===== src/rtl/fe_event_capture.sv =====
// Front-end event capture: timestamps PHY data strobes and status changes and
// writes DATA/STAT/TIME/DROP records to the capture FIFO. Optional: FE_CAPTURE_DROP_COUNT_EN.
module fe_event_capture #(
  parameter int pDATA_WIDTH            = 8,
  parameter int pSTATUS_WIDTH          = 5,
  parameter int pTIMESTAMP_FULL_WIDTH  = 16,
  parameter int pTIMESTAMP_SHORT_WIDTH = 3,
  parameter int pQUEUE_DEPTH           = 4,
  parameter int pLEN_WIDTH             = 16
) (
  input  logic                             fe_clk,
  input  logic                             reset_n,
  input  logic [pDATA_WIDTH-1:0]           fe_data,
  input  logic                             fe_valid,
  input  logic [pSTATUS_WIDTH-1:0]         fe_status,
  input  logic                             I_timestamps_disable,
  input  logic                             I_arm,
  input  logic [pLEN_WIDTH-1:0]            I_capture_len,
  input  logic                             I_capture_enable,
  input  logic                             I_fifo_full,
  output logic [1:0]                       O_command,
  output logic [pTIMESTAMP_FULL_WIDTH-1:0] O_time,
  output logic [pDATA_WIDTH-1:0]           O_data,
  output logic [pSTATUS_WIDTH-1:0]         O_status,
  output logic                             O_data_wr,
  output logic [pDATA_WIDTH-1:0]           O_pm_data,
  output logic                             O_pm_wr,
  output logic                             O_capturing,
  output logic [15:0]                      O_drop_count,
  output logic [1:0]                       O_fsm_state
);

  localparam int PW = $clog2(pQUEUE_DEPTH);
  localparam logic [pTIMESTAMP_FULL_WIDTH-1:0] TMAX = '1;
  localparam logic [pTIMESTAMP_FULL_WIDTH-1:0] SHORT_LIM =
    pTIMESTAMP_FULL_WIDTH'(1) << pTIMESTAMP_SHORT_WIDTH;
  localparam logic [PW:0] Q_FULL = (PW+1)'(pQUEUE_DEPTH);

  localparam logic [1:0] CMD_DATA = 2'd0;
  localparam logic [1:0] CMD_STAT = 2'd1;
  localparam logic [1:0] CMD_TIME = 2'd2;
  localparam logic [1:0] CMD_DROP = 2'd3;

  typedef enum logic [1:0] {S_IDLE, S_EMIT, S_EVT} state_t;

  typedef struct packed {
    logic                             is_time;
    logic                             valid;
    logic [pDATA_WIDTH-1:0]           data;
    logic [pSTATUS_WIDTH-1:0]         status;
    logic [pTIMESTAMP_FULL_WIDTH-1:0] gap;
  } entry_t;

  logic [pDATA_WIDTH-1:0]           data_r;
  logic                             valid_r;
  logic [pSTATUS_WIDTH-1:0]         status_r;
  logic [pSTATUS_WIDTH-1:0]         status_prev;
  logic                             arm_r;
  logic [pTIMESTAMP_FULL_WIDTH-1:0] gap_cnt;
  logic                             gap_run;
  entry_t                           q_mem [pQUEUE_DEPTH];
  logic [PW-1:0]                    wr_ptr;
  logic [PW-1:0]                    rd_ptr;
  logic [PW:0]                      q_cnt;
  logic [pLEN_WIDTH-1:0]            cap_cnt;
  logic [pLEN_WIDTH-1:0]            cnt_n;
  logic [pTIMESTAMP_FULL_WIDTH-1:0] pend_cnt;
  logic [15:0]                      drop_cnt;
  state_t                           state;
  state_t                           state_n;

  logic                             fe_event;
  logic                             arm_rise;
  logic                             flush;
  logic                             q_full;
  logic                             q_empty;
  logic [pTIMESTAMP_FULL_WIDTH-1:0] gap_inc;
  logic                             roll;
  logic                             ev_push;
  logic                             time_push;
  logic                             push;
  entry_t                           push_entry;
  entry_t                           head;

  logic                             wr_en;
  logic                             pop;
  logic [1:0]                       cmd_n;
  logic [pTIMESTAMP_FULL_WIDTH-1:0] time_n;
  logic [pDATA_WIDTH-1:0]           data_n;
  logic [pSTATUS_WIDTH-1:0]         status_n;

  // Stage 0: PHY pins registered once; the pattern matcher taps this stage.
  always_ff @(posedge fe_clk or negedge reset_n) begin
    if (!reset_n) begin
      data_r      <= '0;
      valid_r     <= 1'b0;
      status_r    <= '0;
      status_prev <= '0;
      arm_r       <= 1'b0;
    end else begin
      data_r      <= fe_data;
      valid_r     <= fe_valid;
      status_r    <= fe_status;
      status_prev <= status_r;
      arm_r       <= I_arm;
    end
  end

  assign fe_event = valid_r | (status_r != status_prev);
  assign arm_rise = I_arm & ~arm_r;
  assign flush    = arm_rise | ~O_capturing;
  assign q_full   = (q_cnt == Q_FULL);
  assign q_empty  = (q_cnt == '0);
  assign head     = q_mem[rd_ptr];

  // gap_cnt never exceeds TMAX-1, so gap_inc cannot wrap.
  assign gap_inc   = gap_cnt + 1'b1;
  assign roll      = gap_run & ~I_timestamps_disable & (gap_inc == TMAX);
  assign ev_push   = fe_event & ~flush & ~q_full;
  assign time_push = roll & ~fe_event & ~flush & ~q_full;
  assign push      = ev_push | time_push;

  always_comb begin
    push_entry         = '0;
    push_entry.is_time = time_push;
    push_entry.valid   = valid_r;
    push_entry.data    = data_r;
    push_entry.status  = status_r;
    push_entry.gap     = (I_timestamps_disable || !gap_run) ? '0 : gap_inc;
  end

  always_ff @(posedge fe_clk or negedge reset_n) begin
    if (!reset_n) begin
      gap_cnt <= '0;
      gap_run <= 1'b0;
    end else if (arm_rise || !I_capture_enable || I_timestamps_disable) begin
      gap_cnt <= '0;
      gap_run <= 1'b0;
    end else if (push) begin
      gap_cnt <= '0;
      gap_run <= 1'b1;
    end else if (gap_run && gap_inc != TMAX) begin
      gap_cnt <= gap_inc;
    end
  end

  always_ff @(posedge fe_clk) begin
    if (push) q_mem[wr_ptr] <= push_entry;
  end

  always_ff @(posedge fe_clk or negedge reset_n) begin
    if (!reset_n) begin
      wr_ptr <= '0;
      rd_ptr <= '0;
      q_cnt  <= '0;
    end else if (flush) begin
      wr_ptr <= '0;
      rd_ptr <= '0;
      q_cnt  <= '0;
    end else begin
      if (push) wr_ptr <= wr_ptr + 1'b1;
      if (pop)  rd_ptr <= rd_ptr + 1'b1;
      q_cnt <= q_cnt + {{PW{1'b0}}, push} - {{PW{1'b0}}, pop};
    end
  end

  // Record emitter. S_EVT means the TIME prefix of the head event is out.
  always_ff @(posedge fe_clk or negedge reset_n) begin
    if (!reset_n) state <= S_IDLE;
    else          state <= state_n;
  end

  always_comb begin
    state_n  = state;
    wr_en    = 1'b0;
    pop      = 1'b0;
    cmd_n    = CMD_DATA;
    time_n   = '0;
    data_n   = '0;
    status_n = '0;
    if (flush) begin
      state_n = S_IDLE;
    end else if (!I_fifo_full) begin
      if (state == S_EVT) begin
        wr_en    = 1'b1;
        pop      = 1'b1;
        cmd_n    = head.valid ? CMD_DATA : CMD_STAT;
        data_n   = head.data;
        status_n = head.status;
        state_n  = S_EMIT;
      end else if (pend_cnt != '0) begin
        wr_en   = 1'b1;
        cmd_n   = CMD_DROP;
        time_n  = pend_cnt;
        state_n = S_EMIT;
      end else if (!q_empty) begin
        wr_en   = 1'b1;
        state_n = S_EMIT;
        if (head.is_time) begin
          pop    = 1'b1;
          cmd_n  = CMD_TIME;
          time_n = head.gap;
        end else if (!I_timestamps_disable && head.gap >= SHORT_LIM) begin
          cmd_n   = CMD_TIME;
          time_n  = head.gap;
          state_n = S_EVT;
        end else begin
          pop      = 1'b1;
          cmd_n    = head.valid ? CMD_DATA : CMD_STAT;
          time_n   = I_timestamps_disable ? '0 : head.gap;
          data_n   = head.data;
          status_n = head.status;
        end
      end else begin
        state_n = S_IDLE;
      end
    end
  end

  assign cnt_n = arm_rise ? '0 : (wr_en ? cap_cnt + 1'b1 : cap_cnt);

  // O_capturing tracks the count it will see next cycle so writes stop exactly at the length.
  always_ff @(posedge fe_clk or negedge reset_n) begin
    if (!reset_n) begin
      cap_cnt     <= '0;
      O_capturing <= 1'b0;
    end else begin
      cap_cnt     <= cnt_n;
      O_capturing <= I_capture_enable && (cnt_n < I_capture_len);
    end
  end

`ifdef FE_CAPTURE_DROP_COUNT_EN
  logic                             ev_drop;
  logic [pTIMESTAMP_FULL_WIDTH-1:0] pend_base;

  assign ev_drop   = fe_event & ~flush & q_full;
  assign pend_base = (wr_en && cmd_n == CMD_DROP) ? '0 : pend_cnt;

  always_ff @(posedge fe_clk or negedge reset_n) begin
    if (!reset_n) begin
      drop_cnt <= '0;
      pend_cnt <= '0;
    end else if (arm_rise) begin
      drop_cnt <= '0;
      pend_cnt <= '0;
    end else begin
      if (ev_drop && drop_cnt != 16'hFFFF) drop_cnt <= drop_cnt + 1'b1;
      pend_cnt <= (ev_drop && pend_base != TMAX) ? pend_base + 1'b1 : pend_base;
    end
  end
`else
  assign drop_cnt = '0;
  assign pend_cnt = '0;
`endif

  always_ff @(posedge fe_clk or negedge reset_n) begin
    if (!reset_n) begin
      O_command <= '0;
      O_time    <= '0;
      O_data    <= '0;
      O_status  <= '0;
      O_data_wr <= 1'b0;
      O_pm_data <= '0;
      O_pm_wr   <= 1'b0;
    end else begin
      O_command <= cmd_n;
      O_time    <= time_n;
      O_data    <= data_n;
      O_status  <= status_n;
      O_data_wr <= wr_en;
      O_pm_data <= fe_data;
      O_pm_wr   <= fe_valid;
    end
  end

  assign O_drop_count = drop_cnt;
  assign O_fsm_state  = state;

endmodule


===== config.mk =====
export PLATFORM = sky130hd
export DESIGN_NAME = fe_event_capture
export DESIGN_NICKNAME = d
export VERILOG_FILES = /design/src/rtl/fe_event_capture.sv
export SDC_FILE = /design/constraint.sdc
export NUM_CORES = 1
export LEC_CHECK = 0
export CAP_MARGIN = 20
export CORE_MARGIN = 3
export CORE_UTILIZATION = 55
export DETAILED_ROUTE_END_ITERATION = 6
export PLACE_DENSITY_LB_ADDON = 0.05
export SLEW_MARGIN = 30
export SYNTH_ARGS = -nofsm -noshare
export SYNTH_HDL_FRONTEND = slang
export SYNTH_SLANG_ARGS = --single-unit

===== constraint.sdc =====
create_clock -name fe_clk -period 4.4 [get_ports fe_clk]
set_clock_uncertainty 0.2 [all_clocks]
set_input_delay 1.32 -clock fe_clk [delete_from_list [all_inputs] [get_ports fe_clk]]
set_output_delay 1.32 -clock fe_clk [all_outputs]
set_load 0.02 [all_outputs]

# Word level (Yosys, flattened, before mapping)
# Memories as Yosys holds them, arrays and structs flattened.
# Index checks and enable logic that the tools add are counted.
# word_totals
elab_cells,121
input_bits,36
ff_bits,95
ram_bits,124
n_memories,1
# classes
bitwise_logic,17
reduce_logical,14
muxes,57
order_cmp,2
add_sub_neg,6
n_eq_ne,6
# memory_table
name,depth,word_bits,read_ports,rd_clocked_by_memory_dff,wr,line,rtl
q_mem,4,31,1,0,1,61,entry_t q_mem [pQUEUE_DEPTH];
# op_table
operator,n
$mux 16,13
$mux 8,6
$add 16x1->16 const B,2
$mux 2,16
$mux 5,6
$eq 16x16->1 const B,1
$ge 16x4->1 const B,1
$lt 16x16->1,1
$ne 16x16->1 const B,1
$mux 1,15
$and 1x1->1,8
$not 1->1,6
$reduce_bool 2->1,3
$ne 5x5->1,1
$add 2x1->2 const B,2
$add 3x1->3,1
$eq 3x3->1 const B,1
$logic_and 1x1->1,3
$logic_not 1->1,3
$logic_not 3->1,1
$logic_or 1x1->1,3
$mux 3,1
$or 1x1->1,3
$reduce_bool 3->1,1
other kinds (3),3

# Depth between registers and ports, before layout
# An unclocked memory read counts as a cell.
# depth
ltp_word,11
ltp_mapped,17

# Worst setup path before layout
# OpenSTA, ideal clock, no wires.
# synth_timing
kind,input -> register
startpoint,input port I_arm
endpoint,register O_capturing
cell_stages,15
setup_slack_ps,133
setup_ps,94
required_ps,4106
arrival_time_ps,3973
path_buffers,2
cell_sequence,nor2b_1 -> clkbuf_1 -> a2111o_1 -> inv_1 -> clkbuf_1 -> nand4_1 -> or3_1 -> a21oi_1 -> ha_1 -> a21o_1 -> a21oi_1 -> nor2b_1 -> o211ai_1 -> a31oi_1 -> a211oi_1
# synth_via
elab_chain_len,7
# synth_rtl
element,line,rtl
from (decl),17,"input logic I_arm,"
$and 1x1->1 *,110,assign arm_rise = I_arm & ~arm_r;
$or 1x1->1,111,assign flush = arm_rise | ~O_capturing;
$mux 1,181,if (flush) begin
$mux 16,220,assign cnt_n = arm_rise ? '0 : (wr_en ? cap_cnt + 1'b1 : cap_cnt);
$mux 16 *,220,
net cnt_n[9],66,logic [pLEN_WIDTH-1:0] cnt_n;
$lt 16x16->1 *,229,O_capturing <= I_capture_enable && (cnt_n < I_capture_len);
$logic_and 1x1->1 *,229,
to (signal assigned),229,
to (decl),28,"output logic O_capturing,"
# The timed path passes the listed nets; every way through them passes the cells marked *.
# A chain may end at the register's enable or synchronous reset.

# Final worst setup path
# layout_timing
startpoint,register gap_cnt[0]
endpoint,register q_cnt[2]
# layout_via
elab_chain_len,10
# layout_rtl
element,line,rtl
from (decl),59,logic [pTIMESTAMP_FULL_WIDTH-1:0] gap_cnt;
from (signal assigned),143,gap_cnt <= gap_inc;
$add 16x1->16,117,assign gap_inc = gap_cnt + 1'b1;
$eq 16x16->1,118,assign roll = gap_run & ~I_timestamps_disable & (gap_inc == TMAX);
$and 1x1->1,118,
$and 1x1->1 (3 in a row),120,assign time_push = roll & ~fe_event & ~flush & ~q_full;
$or 1x1->1,121,assign push = ev_push | time_push;
$add 3x1->3,163,"q_cnt <= q_cnt + {{PW{1'b0}}, push} - {{PW{1'b0}}, pop};"
$sub 3x1->3,163,
$mux 3,156,end else if (flush) begin
to (signal assigned),163,
to (decl),64,logic [PW:0] q_cnt;
# No other way between the ends.

==> flow_summary.yaml <==
clock_network:
  root_buffer: "clkbuf_16"
  cts-resized-gates: 0
  clockBufferDepth: 3
  cts_hold_buf: 0
  cts_buffers: 24
  clk_pin_slew_ps: 60
  clk_latency_ps: 510
  tritoncts: "yes"
  h-tree-depth: 1
  cts_setup_buffers: 0
  clock-sinks: 219
sta:
  finalCritPeriodShare: 0.9294
  setup_viol: 0
  rsz0062_at_grt: "false"
  tightest_slew_ps: 702.1
  fmax_mhz: 244.5
  finalSetupTns_ps: 0
  hold_violations: 0
  slew_viol_final: 0
  timing.hold.ws_ps: 288.6
  max_slew_margin: 0.5306
  period_needed_ps: 4089
  worst_slack_ps: 310.6
yosys:
  synth_area_um2: 9397
  synthAdderAreaFrac: 0.03409
  ys.flop_type: "edfxtp_1"
  synth_top_area_cell: "edfxtp_1"
  yosysMostFrequentCell: "edfxtp_1"
  async_flop_share: 0.4338
  yosys_register_bits: 219
  ys_top_cells_by_count: "edfxtp_1, dfrtp_1, nor2_1"
  synth-compound-area-share: 0.04581
  synth-xor-area-share: 0.03822
  synthTopCellsByArea: "edfxtp_1, dfrtp_1, mux4_2"
  synth_mux_area_frac: 0.08123
  synth_top_family_by_area: "simple AND/OR/NAND/NOR gates"
  synth_seq_area_share: 0.6493
  synthSimpleGateAreaFrac: 0.1063
  ys_types: 59
  syn_inst: 655
  synth.avg_cell_area_um2: 14.35
  synth_edf_count: 124
  synth_top_area_frac: 0.3963
  yosys_warnings: 0
finish:
  area_growth_pct: 20.16
  fin_area_um2: 11290
  fin_util: 0.6784
  final_nets: 811
  drive_above_1_share: 0.1445
  layout.cells.non_filler: 988
  antennaDiodeCount: 0
place:
  dp_hpwl_mm: 12.58
  place.gp.congestion: 0.8743
  dpl_cell_area_um2: 10470
  dpl_worst_slack_ps: -182.5
  dp.cells: 944
  portBuffers: 79
setup_path:
  cp-end-kind: "flip-flop"
  path_buf_inv: 3
  reg2reg_slack_ps: 310
  crit_slowest_cell: "or4_1"
  arrival_ps: 4290
  slowest_delay_ps: 740
  startpoint_type: "flip-flop"
  cp_top_family: "simple AND/OR/NAND/NOR gates"
  worst-path-max-fanout: 7
  critical-path-top-cell-by-count: "ha_1"
  reg2reg_to: "q_cnt[2]"
  cp_cell_sequence: "ha_1 > nand3_1 > nor4_2 > xnor2_1 > or4_1 > o21ai_4 > inv_2 > ha_1 > inv_1 > ha_1 > inv_1 > fa_1 > xor2_1 > xnor2_1 > nor2_1"
  worstReg2RegStart: "gap_cnt[0]"
  reg2reg_depth: 15
  worstPathRequired_ps: 4600
  criticalPathCategory: "reg2reg"
grt:
  grt_use_total: 0.2106
  grt_overflow: 0
  grt_util_met2: 0.3535
  antenna_found_initial: 0
  grt_pass1_wl_mm: 30.38
  use_met1: 0.2938
  busiest_layer: "met2"
  grt_max_degree: 44
  grt_pass1_vias: 5646
  met3_usage: 0.03199
min_path:
  hold_end: "status_prev[4]"
  hold_depth: 0
  min_from: "status_r[4]"
  hold_class: "reg2reg"
floorplan:
  rows: 47
  die_w_um: 136.7
  initial_utilization: 0.5646
  ioPinCount: 96
  fp.dieH_um: 136.7
  dieArea_um2: 18690
  core_um2: 16640
drt:
  via_per_inst: 5.524
  drt_wl_total_mm: 19.15
  ant_nets: 0
  via_count: 5458
  drtIter0Drc: 320
  drc: 0
  wl_per_cell_um: 19.38
  drtPass1Iterations: 4
power:
  p_leak_nw: 4.335
  ir_worst_vdd_mv: 0.3159
  pwr_density_cell_nw_per_um2: 425.1
  power_mw: 4.799
flow_run:
  cap_violations: 0
outcome:
  outcome: "finished, final reports clean"
## cells by family after synthesis
family / Yosys count
fa+ha+maj: 25
buf+inv: 84
simple gates: 190
other cells: 1
mux: 37
flops: 219
xor+xnor: 41
compound gates: 58
## report_power, final
group | internal [mW] | switching, mW | leakage, nW
Clock | 1.23 | 0.782 | 0.404
Combinational | 0.196 | 0.235 | 1.55
Sequential | 2.30 | 0.0552 | 2.38
Total | 3.73 | 1.07 | 4.34
## worst register-to-register path: cells and delay by family, from the launching register on
| family | cells | cell delay (ps) |
|---|---|---|
| AOI/OAI and AO/OA | 1 | 220 |
| xor gates and xnor gates | 3 | 510 |
| adders and majority gates | 4 | 1060 |
| buffers and inverters | 3 | 150 |
| DFF | 1 | 450 |
| and+or+nand+nor | 4 | 1380 |
## placed cells by master, fill, tap and decap left out, types with 25 or more instances in the layout
cell and count:
edfxtp_1 124, clkdlybuf4s50_1 78, buf_4 25, nor2_1 46
inv_1 30, dfrtp_1 94, clkbuf_16 25, nand2_1 26
mux4_2 31
## layer usage
metal	vias up	part of all wire
li1	2547	-
met1	2723	0.42
met2	158	0.51
met3	30	0.052
met4	0	0.019
met5	-	0
## worst max path at each step
stage	from	to	cells past startpoint
global route	gap_cnt[0]	q_cnt[2]	15
finish	gap_cnt[0]	q_cnt[2]	15
CTS	rd_ptr[0]	q_cnt[2]	14
floorplan	I_arm	O_capturing	15
global placement	I_arm	O_capturing	14
detailed placement	I_arm	O_capturing	14
## flip-flops by register name (all words and copies together) (netlist names), 2 cells and up
register     flops
O_status         5
cap_cnt         16
O_pm_data        8
status_r         5
gap_cnt         16
O_data           8
rd_ptr           2
wr_ptr           2
status_prev      5
O_fsm_state      2
q_cnt            3
q_mem          124
O_time          16
O_command        2
## area by class of cell
class,count,area [µm²]
fillers,1145,5351
flip-flops and latches,219,6102
repair buffers,107,1049
multi-input cells,367,2932
inverters,31,116.4
clock buffers,33,695.7
well taps,220,275.3
clock inverters,11,121.4
(Power assumes the default switching activity.)
